[src/rtl/vote_session_ctrl_pkg.sv]
// Shared types for the ballot controller: candidate index, button bundle,
// vote count and the ballot FSM state encoding.
package vote_pkg;

  localparam int NUM_CAND = 4;

  typedef logic [1:0]          cand_idx_t;
  typedef logic [NUM_CAND-1:0] btn_t;
  typedef logic [7:0]          count_t;

  typedef enum logic [2:0] {
    ST_IDLE     = 3'd0,
    ST_ARMED    = 3'd1,
    ST_HOLD     = 3'd2,
    ST_COMMIT   = 3'd3,
    ST_WAIT_REL = 3'd4,
    ST_RESULT   = 3'd5
  } state_t;

endpackage

[src/rtl/vote_session_ctrl_if.sv]
// Front-panel / counter-block bundle for the ballot controller.
interface vote_session_ctrl_if;
  import vote_pkg::*;

  logic                        mode;
  logic                        arm;
  btn_t                        button;
  count_t [NUM_CAND-1:0]       vote_recv_cand;
  // cand_valid_vote is a single-cycle pulse with no back-pressure: the counter
  // block must accept it in the cycle it is high, and at most one bit is set.
  btn_t                        cand_valid_vote;
  logic                        ballot_ready;
  logic                        timeout_flag;
  cand_idx_t                   display_sel;
  count_t                      display_count;
  state_t                      dbg_state;

  modport master (
    output mode, arm, button, vote_recv_cand,
    input  cand_valid_vote, ballot_ready, timeout_flag,
    input  display_sel, display_count, dbg_state
  );

  modport slave (
    input  mode, arm, button, vote_recv_cand,
    output cand_valid_vote, ballot_ready, timeout_flag,
    output display_sel, display_count, dbg_state
  );

endinterface

[src/rtl/vote_session_ctrl_press_qualifier.sv]
// Classifies a button bundle as none / sole / several pressed and checks the
// sole press against a previously latched candidate index.
module vote_press_qualifier
  import vote_pkg::*;
(
  input  btn_t      i_buttons,
  input  cand_idx_t i_idx,
  output logic      o_zero,
  output logic      o_onehot,
  output cand_idx_t o_idx,
  output logic      o_match
);

  always_comb begin
    o_zero   = (i_buttons == '0);
    o_onehot = $onehot(i_buttons);
    o_idx    = '0;
    for (int i = 0; i < NUM_CAND; i++) begin
      if (i_buttons[i]) o_idx = cand_idx_t'(i);
    end
    o_match  = o_onehot && i_buttons[i_idx];
  end

endmodule

[src/rtl/vote_session_ctrl.sv]
// Ballot controller: arms one voter per officer strobe, qualifies a held sole
// button into one vote pulse, times out idle ballots and drives result display.
module vote_session_ctrl
  import vote_pkg::*;
#(
  parameter int HOLD_CYCLES    = 10,
  parameter int TIMEOUT_CYCLES = 1000,
  parameter int TMR_W          = 16
) (
  input logic               clk,
  input logic               rst,
  vote_session_ctrl_if.slave bus
);

  localparam logic [TMR_W-1:0] HOLD_LAST = TMR_W'(HOLD_CYCLES - 1);
  localparam logic [TMR_W-1:0] TMO_LAST  = TMR_W'(TIMEOUT_CYCLES - 1);
  localparam logic [TMR_W-1:0] TMR_ONE   = TMR_W'(1);

  function automatic logic [TMR_W-1:0] sat_inc(input logic [TMR_W-1:0] v);
    return (v == '1) ? v : v + TMR_ONE;
  endfunction

  state_t            r_state, w_state_nxt;
  logic [TMR_W-1:0]  r_timer, w_timer_nxt;
  cand_idx_t         r_idx, w_idx_nxt;
  logic              r_timeout_flag, w_timeout_nxt;
  logic              r_arm_q;
  btn_t              r_btn_q;
  cand_idx_t         r_display_sel;
  count_t            r_display_count;

  logic      w_arm_rise;
  btn_t      w_btn_rise;
  logic      w_btn_zero, w_btn_onehot, w_btn_match;
  cand_idx_t w_btn_idx;
  logic      w_rise_zero, w_rise_onehot, w_rise_match;
  cand_idx_t w_rise_idx;
  logic      w_sel_load;

  assign w_arm_rise = bus.arm & ~r_arm_q;
  assign w_btn_rise = bus.button & ~r_btn_q;

  vote_press_qualifier u_vote_qual (
    .i_buttons (bus.button),
    .i_idx     (r_idx),
    .o_zero    (w_btn_zero),
    .o_onehot  (w_btn_onehot),
    .o_idx     (w_btn_idx),
    .o_match   (w_btn_match)
  );

  // Result-mode selection works on rising edges, not levels.
  vote_press_qualifier u_sel_qual (
    .i_buttons (w_btn_rise),
    .i_idx     (r_display_sel),
    .o_zero    (w_rise_zero),
    .o_onehot  (w_rise_onehot),
    .o_idx     (w_rise_idx),
    .o_match   (w_rise_match)
  );

  assign w_sel_load = (r_state == ST_RESULT) && bus.mode && !w_rise_zero &&
                      w_rise_onehot && !w_rise_match;

  always_comb begin
    w_state_nxt   = r_state;
    w_timer_nxt   = r_timer;
    w_idx_nxt     = r_idx;
    w_timeout_nxt = 1'b0;
    if (bus.mode) begin
      w_state_nxt = ST_RESULT;
      w_timer_nxt = '0;
    end else begin
      case (r_state)
        ST_IDLE: begin
          if (w_arm_rise) begin
            w_state_nxt = ST_ARMED;
            w_timer_nxt = '0;
          end
        end
        ST_ARMED: begin
          if (w_btn_onehot) begin
            w_state_nxt = ST_HOLD;
            w_timer_nxt = TMR_ONE;
            w_idx_nxt   = w_btn_idx;
          end else if (r_timer >= TMO_LAST) begin
            w_state_nxt   = ST_IDLE;
            w_timer_nxt   = '0;
            w_timeout_nxt = 1'b1;
          end else begin
            w_timer_nxt = sat_inc(r_timer);
          end
        end
        ST_HOLD: begin
          // A broken hold reopens a full timeout window for the voter.
          if (!w_btn_match) begin
            w_state_nxt = ST_ARMED;
            w_timer_nxt = '0;
          end else if (r_timer >= HOLD_LAST) begin
            w_state_nxt = ST_COMMIT;
            w_timer_nxt = '0;
          end else begin
            w_timer_nxt = sat_inc(r_timer);
          end
        end
        ST_COMMIT:   w_state_nxt = ST_WAIT_REL;
        ST_WAIT_REL: if (w_btn_zero) w_state_nxt = ST_IDLE;
        ST_RESULT: begin
          w_state_nxt = ST_IDLE;
          w_timer_nxt = '0;
        end
        default: begin
          w_state_nxt = ST_IDLE;
          w_timer_nxt = '0;
        end
      endcase
    end
  end

  always_ff @(posedge clk or negedge rst) begin
    if (!rst) begin
      r_state         <= ST_IDLE;
      r_timer         <= '0;
      r_idx           <= '0;
      r_timeout_flag  <= 1'b0;
      r_arm_q         <= 1'b0;
      r_btn_q         <= '0;
      r_display_sel   <= '0;
      r_display_count <= '0;
    end else begin
      r_state        <= w_state_nxt;
      r_timer        <= w_timer_nxt;
      r_idx          <= w_idx_nxt;
      r_timeout_flag <= w_timeout_nxt;
      r_arm_q        <= bus.arm;
      r_btn_q        <= bus.button;
      if (w_sel_load) r_display_sel <= w_rise_idx;
      // Count is forced to zero whenever the controller is in a voting state.
      r_display_count <= (w_state_nxt == ST_RESULT) ?
                         bus.vote_recv_cand[r_display_sel] : '0;
    end
  end

  assign bus.cand_valid_vote = (r_state == ST_COMMIT) ? (btn_t'(1) << r_idx) : '0;
  assign bus.ballot_ready    = (r_state == ST_ARMED) || (r_state == ST_HOLD);
  assign bus.timeout_flag    = r_timeout_flag;
  assign bus.display_sel     = r_display_sel;
  assign bus.display_count   = r_display_count;
  assign bus.dbg_state       = r_state;

endmodule

[src/flat_wrapper.sv]
// flat-port wrapper written by rule: the top's interface ports become plain ports
module vote_session_ctrl_flat import vote_pkg::*;
#(
  parameter int HOLD_CYCLES    = 10,
  parameter int TIMEOUT_CYCLES = 1000,
  parameter int TMR_W          = 16
)
  (clk, rst, bus_mode, bus_arm, bus_button, bus_vote_recv_cand, bus_cand_valid_vote, bus_ballot_ready, bus_timeout_flag, bus_display_sel, bus_display_count, bus_dbg_state);
  vote_session_ctrl_if bus_i ();
  input logic clk;
  input logic rst;
  input wire logic [$bits(bus_i.mode)-1:0] bus_mode;
  input wire logic [$bits(bus_i.arm)-1:0] bus_arm;
  input wire logic [$bits(bus_i.button)-1:0] bus_button;
  input wire logic [$bits(bus_i.vote_recv_cand)-1:0] bus_vote_recv_cand;
  output wire logic [$bits(bus_i.cand_valid_vote)-1:0] bus_cand_valid_vote;
  output wire logic [$bits(bus_i.ballot_ready)-1:0] bus_ballot_ready;
  output wire logic [$bits(bus_i.timeout_flag)-1:0] bus_timeout_flag;
  output wire logic [$bits(bus_i.display_sel)-1:0] bus_display_sel;
  output wire logic [$bits(bus_i.display_count)-1:0] bus_display_count;
  output wire logic [$bits(bus_i.dbg_state)-1:0] bus_dbg_state;
  assign bus_i.mode = bus_mode;
  assign bus_i.arm = bus_arm;
  assign bus_i.button = bus_button;
  assign bus_i.vote_recv_cand = bus_vote_recv_cand;
  assign bus_cand_valid_vote = bus_i.cand_valid_vote;
  assign bus_ballot_ready = bus_i.ballot_ready;
  assign bus_timeout_flag = bus_i.timeout_flag;
  assign bus_display_sel = bus_i.display_sel;
  assign bus_display_count = bus_i.display_count;
  assign bus_dbg_state = bus_i.dbg_state;
  vote_session_ctrl #(.HOLD_CYCLES(HOLD_CYCLES), .TIMEOUT_CYCLES(TIMEOUT_CYCLES), .TMR_W(TMR_W)) u_core (.clk(clk), .rst(rst), .bus(bus_i));
endmodule
[config.mk]
export PLATFORM = sky130hd
export DESIGN_NAME = vote_session_ctrl_flat
export DESIGN_NICKNAME = d
export VERILOG_FILES = /design/src/rtl/vote_session_ctrl_pkg.sv /design/src/rtl/vote_session_ctrl_if.sv /design/src/rtl/vote_session_ctrl_press_qualifier.sv /design/src/rtl/vote_session_ctrl.sv /design/src/flat_wrapper.sv
export SDC_FILE = /design/constraint.sdc
export NUM_CORES = 1
export LEC_CHECK = 0
export ABC_CLOCK_PERIOD_IN_PS = 3300
export BUFFER_PORTS_ARGS = -buffer_cell sky130_fd_sc_hd__buf_2
export CORE_ASPECT_RATIO = 1.2
export CORE_MARGIN = 2
export CORE_UTILIZATION = 53
export DETAILED_ROUTE_END_ITERATION = 10
export PLACE_DENSITY = 0.8
export SETUP_SLACK_MARGIN = 0.4
export SYNTH_ARGS = -nofsm -noshare
export SYNTH_HDL_FRONTEND = slang
export SYNTH_HIERARCHICAL = 1
export SYNTH_SLANG_ARGS = --single-unit
[constraint.sdc]
create_clock -name clk -period 3.3 [get_ports clk]
set_input_delay 0.66 -clock clk [delete_from_list [all_inputs] [get_ports clk]]
set_output_delay 0.66 -clock clk [all_outputs]
set_load 0.01 [all_outputs]
==> run summary <==
Slew margin rel.: 45.48%
PwrDens: 460.1 mW/mm²
RePlAce Congestion: 0.8983
Antenna viol nets, final: 0
Die outline width: 64.17 µm
GR Overflow Total: 0
Effective utilization at floorplan: 54.44%
Crit Path Max Fanout: 2
Initial antenna violation count: 0
Simple-gate share of the synthesized area: 25.05%
Startpoint Class: primary input
Vias: 2028
Yosys top cell area share: 40.22%
Clock share of power: 23.0%
Synth Flop Type: dfrtp_1
Ant diodes: 0
Post-Synth XOR/XNOR Area: 0.7609%
DIE HEIGHT: 76.20 µm
Post-synth cell types: 45
Gr usage total: 23.94%
Post-Syn Nets: 281
Avg Cell Area, Syn: 10.01 µm²
Share of power burned in registers: 44.9%
Largest net degree at the start of global routing: 38
Clk sink count: 37
Switching pwr: 0.4364 mW
Synth Area in Compound Gates: 10.16%
Slew @ Worst Pin: 0.8179 ns
Sequential element share of the synthesized area: 40.22%
Multiplexer share of the synthesized area: 11.74%
Iter 0 DRT Violations: 135
Layout cells sized above 1: 40.27%
Async SR Flop Fraction: 100.0%
Clk root buf: clkbuf_8
Setup Skew: 0.008651 ns
Area delta synth->final: 28.64%
Dominant cell type by area after synthesis: dfrtp_1
Unrepaired setup endpoints after global routing: yes
Adder-Cell Fraction of Synth Area: 6.630%
Port buffer count: 58
Worst vdd ir: 0.3768 mV
1st-pass router iterations: 4
Drt total wl: 5856 µm
CTS Buf Count: 5
Row count: 26
Mapped Cells: 230
Final HPWL DP: 4091 µm
Required time worst endpoint: 3.53 ns
Internal power: 0.9261 mW
Final Hold Viols: 0
Min-delay worst type: primary input to async pin
DR vias/cell: 5.729
Final total power: 1.363 mW
Core area: 0.004229 mm²
First-pass GRT wire length: 9190 µm
Reg clk slew, reported paths: 0.08 ns
Highest clock rate: 328.4 MHz
TNS Setup: 0 ns
Area contributors post-synth: dfrtp_1, mux4_2, ha_1
Fin crit period: 3.045 ns
Comb pwr share: 32.2%
Clock tree buffer depth: 2
# H-tree levels: 2
Vias in the first global route: 1979
Die area: 0.004889 mm²
I/O pins: 59
Crit end category: register
Max Cap Violations: 0
CTS tree: built
Skew-Pair Late Insertion Delay: 0.29 ns
# nets final: 348
WL per Instance: 16.54 µm
Synthesized flop and latch total: 37
Most common cell after layout, fill and taps aside: buf_2
Mapped Area: 0.002302 mm²
# setup viols final: 0
Slew Viols, Final: 0
Status: finished, final reports clean
Number of synthesized flops with an enable pin: 0
CTS Hold Bufs: 0
Core Util, Final: 70.03%
Switching Fraction: 32.03%
Final period util: 92.29%
Commonest non-fill, non-tap cells in the layout: buf_2, dfrtp_1, inv_1, nor2_1, and2_1
Residual DRC: 0
Leak: 1.325 nW
Crit Path Category: primary input to register
Ys Warns: 6
Dominant combinational cell family by area after synthesis: simple AND/OR/NAND/NOR gates
CP Data Arrival Time: 3.27 ns
[power groups by stage]
stage / Combinational [mW] / Clock, mW / Sequential, mW
2_1_floorplan: 0.290 / 0 / 0.587
3_3_place_gp: 0.383 / 0 / 0.619
3_5_place_dp: 0.395 / 0 / 0.620
4_1_cts: 0.413 / 0.318 / 0.612
5_1_grt: 0.470 / 0.339 / 0.627
6_report: 0.438 / 0.313 / 0.611
[stage by stage]
| stage | setup slack (ns) | std cells | hold WS, ns | area [µm²] |
|---|---|---|---|---|
| 4_1_cts | 0.3071 | 351 | 0.4751 | 2868 |
| 5_1_grt | 0.1644 | 354 | 0.4730 | 2962 |
| 2_1_floorplan | 0.1095 | 230 | 0.3644 | 2347 |
| 3_3_place_gp | -0.009348 | 341 | 0.5308 | 2714 |
| 6_report | 0.2546 | 354 | 0.4550 | 2962 |
| 3_5_place_dp | -0.1638 | 341 | 0.5353 | 2714 |
[per-layer routing]
metal,vias to the layer above,track usage (%),routed length [µm]
li1,964,-,-
met1,988,30.38,2304
met2,62,40.31,3159
met3,14,5.022,262
met4,0,8.511,129
met5,-,0,0
[flip-flops by register name, indices dropped and copies added, names as in the netlist]
signal                    flops
u_core/r_btn_q                4
u_core/bus.display_count      8
u_core/bus.dbg_state          3
u_core/r_idx                  2
u_core/r_arm_q                1
u_core/bus.display_sel        2
u_core/bus.timeout_flag       1
u_core/r_timer               16
[cells by family after synthesis]
family | count (synthesis)
AO/OA/AOI/OAI | 33
XOR/XNOR | 2
adder cells (fa/ha/maj) | 11
buffers and inverters | 32
flip-flops | 37
multiplexers | 14
AND/OR/NAND/NOR | 101
[path summary, 6_finish.rpt]
kind | start | end | slack, ns | cells after the start
setup / recovery | bus_button[0] | u_core/r_timer[8] | 0.25 | 12
hold / removal | rst | u_core/r_timer[4] | 0.45 | 1
setup reg to reg | u_core/r_btn_q[0] | u_core/bus.display_sel[1] | 0.68 | 10
hold reg to reg | u_core/r_timer[13] | u_core/r_timer[13] | 0.55 | 1
max in group asynchronous | rst | u_core/bus.display_count[1] | 2.32 | 1
min in group clk | bus_arm | u_core/r_arm_q | 0.48 | 1
[area by class of cell]
class / count / area [µm²]
repair buffers: 69 / 405.4
well taps: 56 / 70.07
multi-input cells: 161 / 1375
inverters: 23 / 98.84
clock inverters: 3 / 17.52
clock buffers: 5 / 68.82
flip-flops and latches: 37 / 925.9
fillers: 327 / 1267
[critical path: stages]
cell and delay [ns]:
buf_12 0.09, inv_12 0.03, fa_1 0.52, inv_1 0.04, ha_2 0.17, ha_4 0.28
nor3b_4 0.04, buf_4 0.13, or4_4 0.50, o32ai_4 0.24, or4b_4 0.49, nand3_2 0.07
[what timing repair did]
action	in CTS	in global routing
gates resized for setup	14	22
endpoints found under the hold margin	0	0
endpoints found under the setup margin	15	15
buffers inserted	2	3
pin swaps	10	17
[cells in the mapped netlist, types with 7 or more instances]
cell type  instances
ha_1               9
dfrtp_1           37
mux4_2            10
nand3_1            9
inv_1             23
nor3_1             7
and2_1            15
a21oi_1            7
o21ai_0           10
nor2_1            19
nand2_1           13
nor4_1             7
Note: power is estimated with default switching activity, not from simulation.
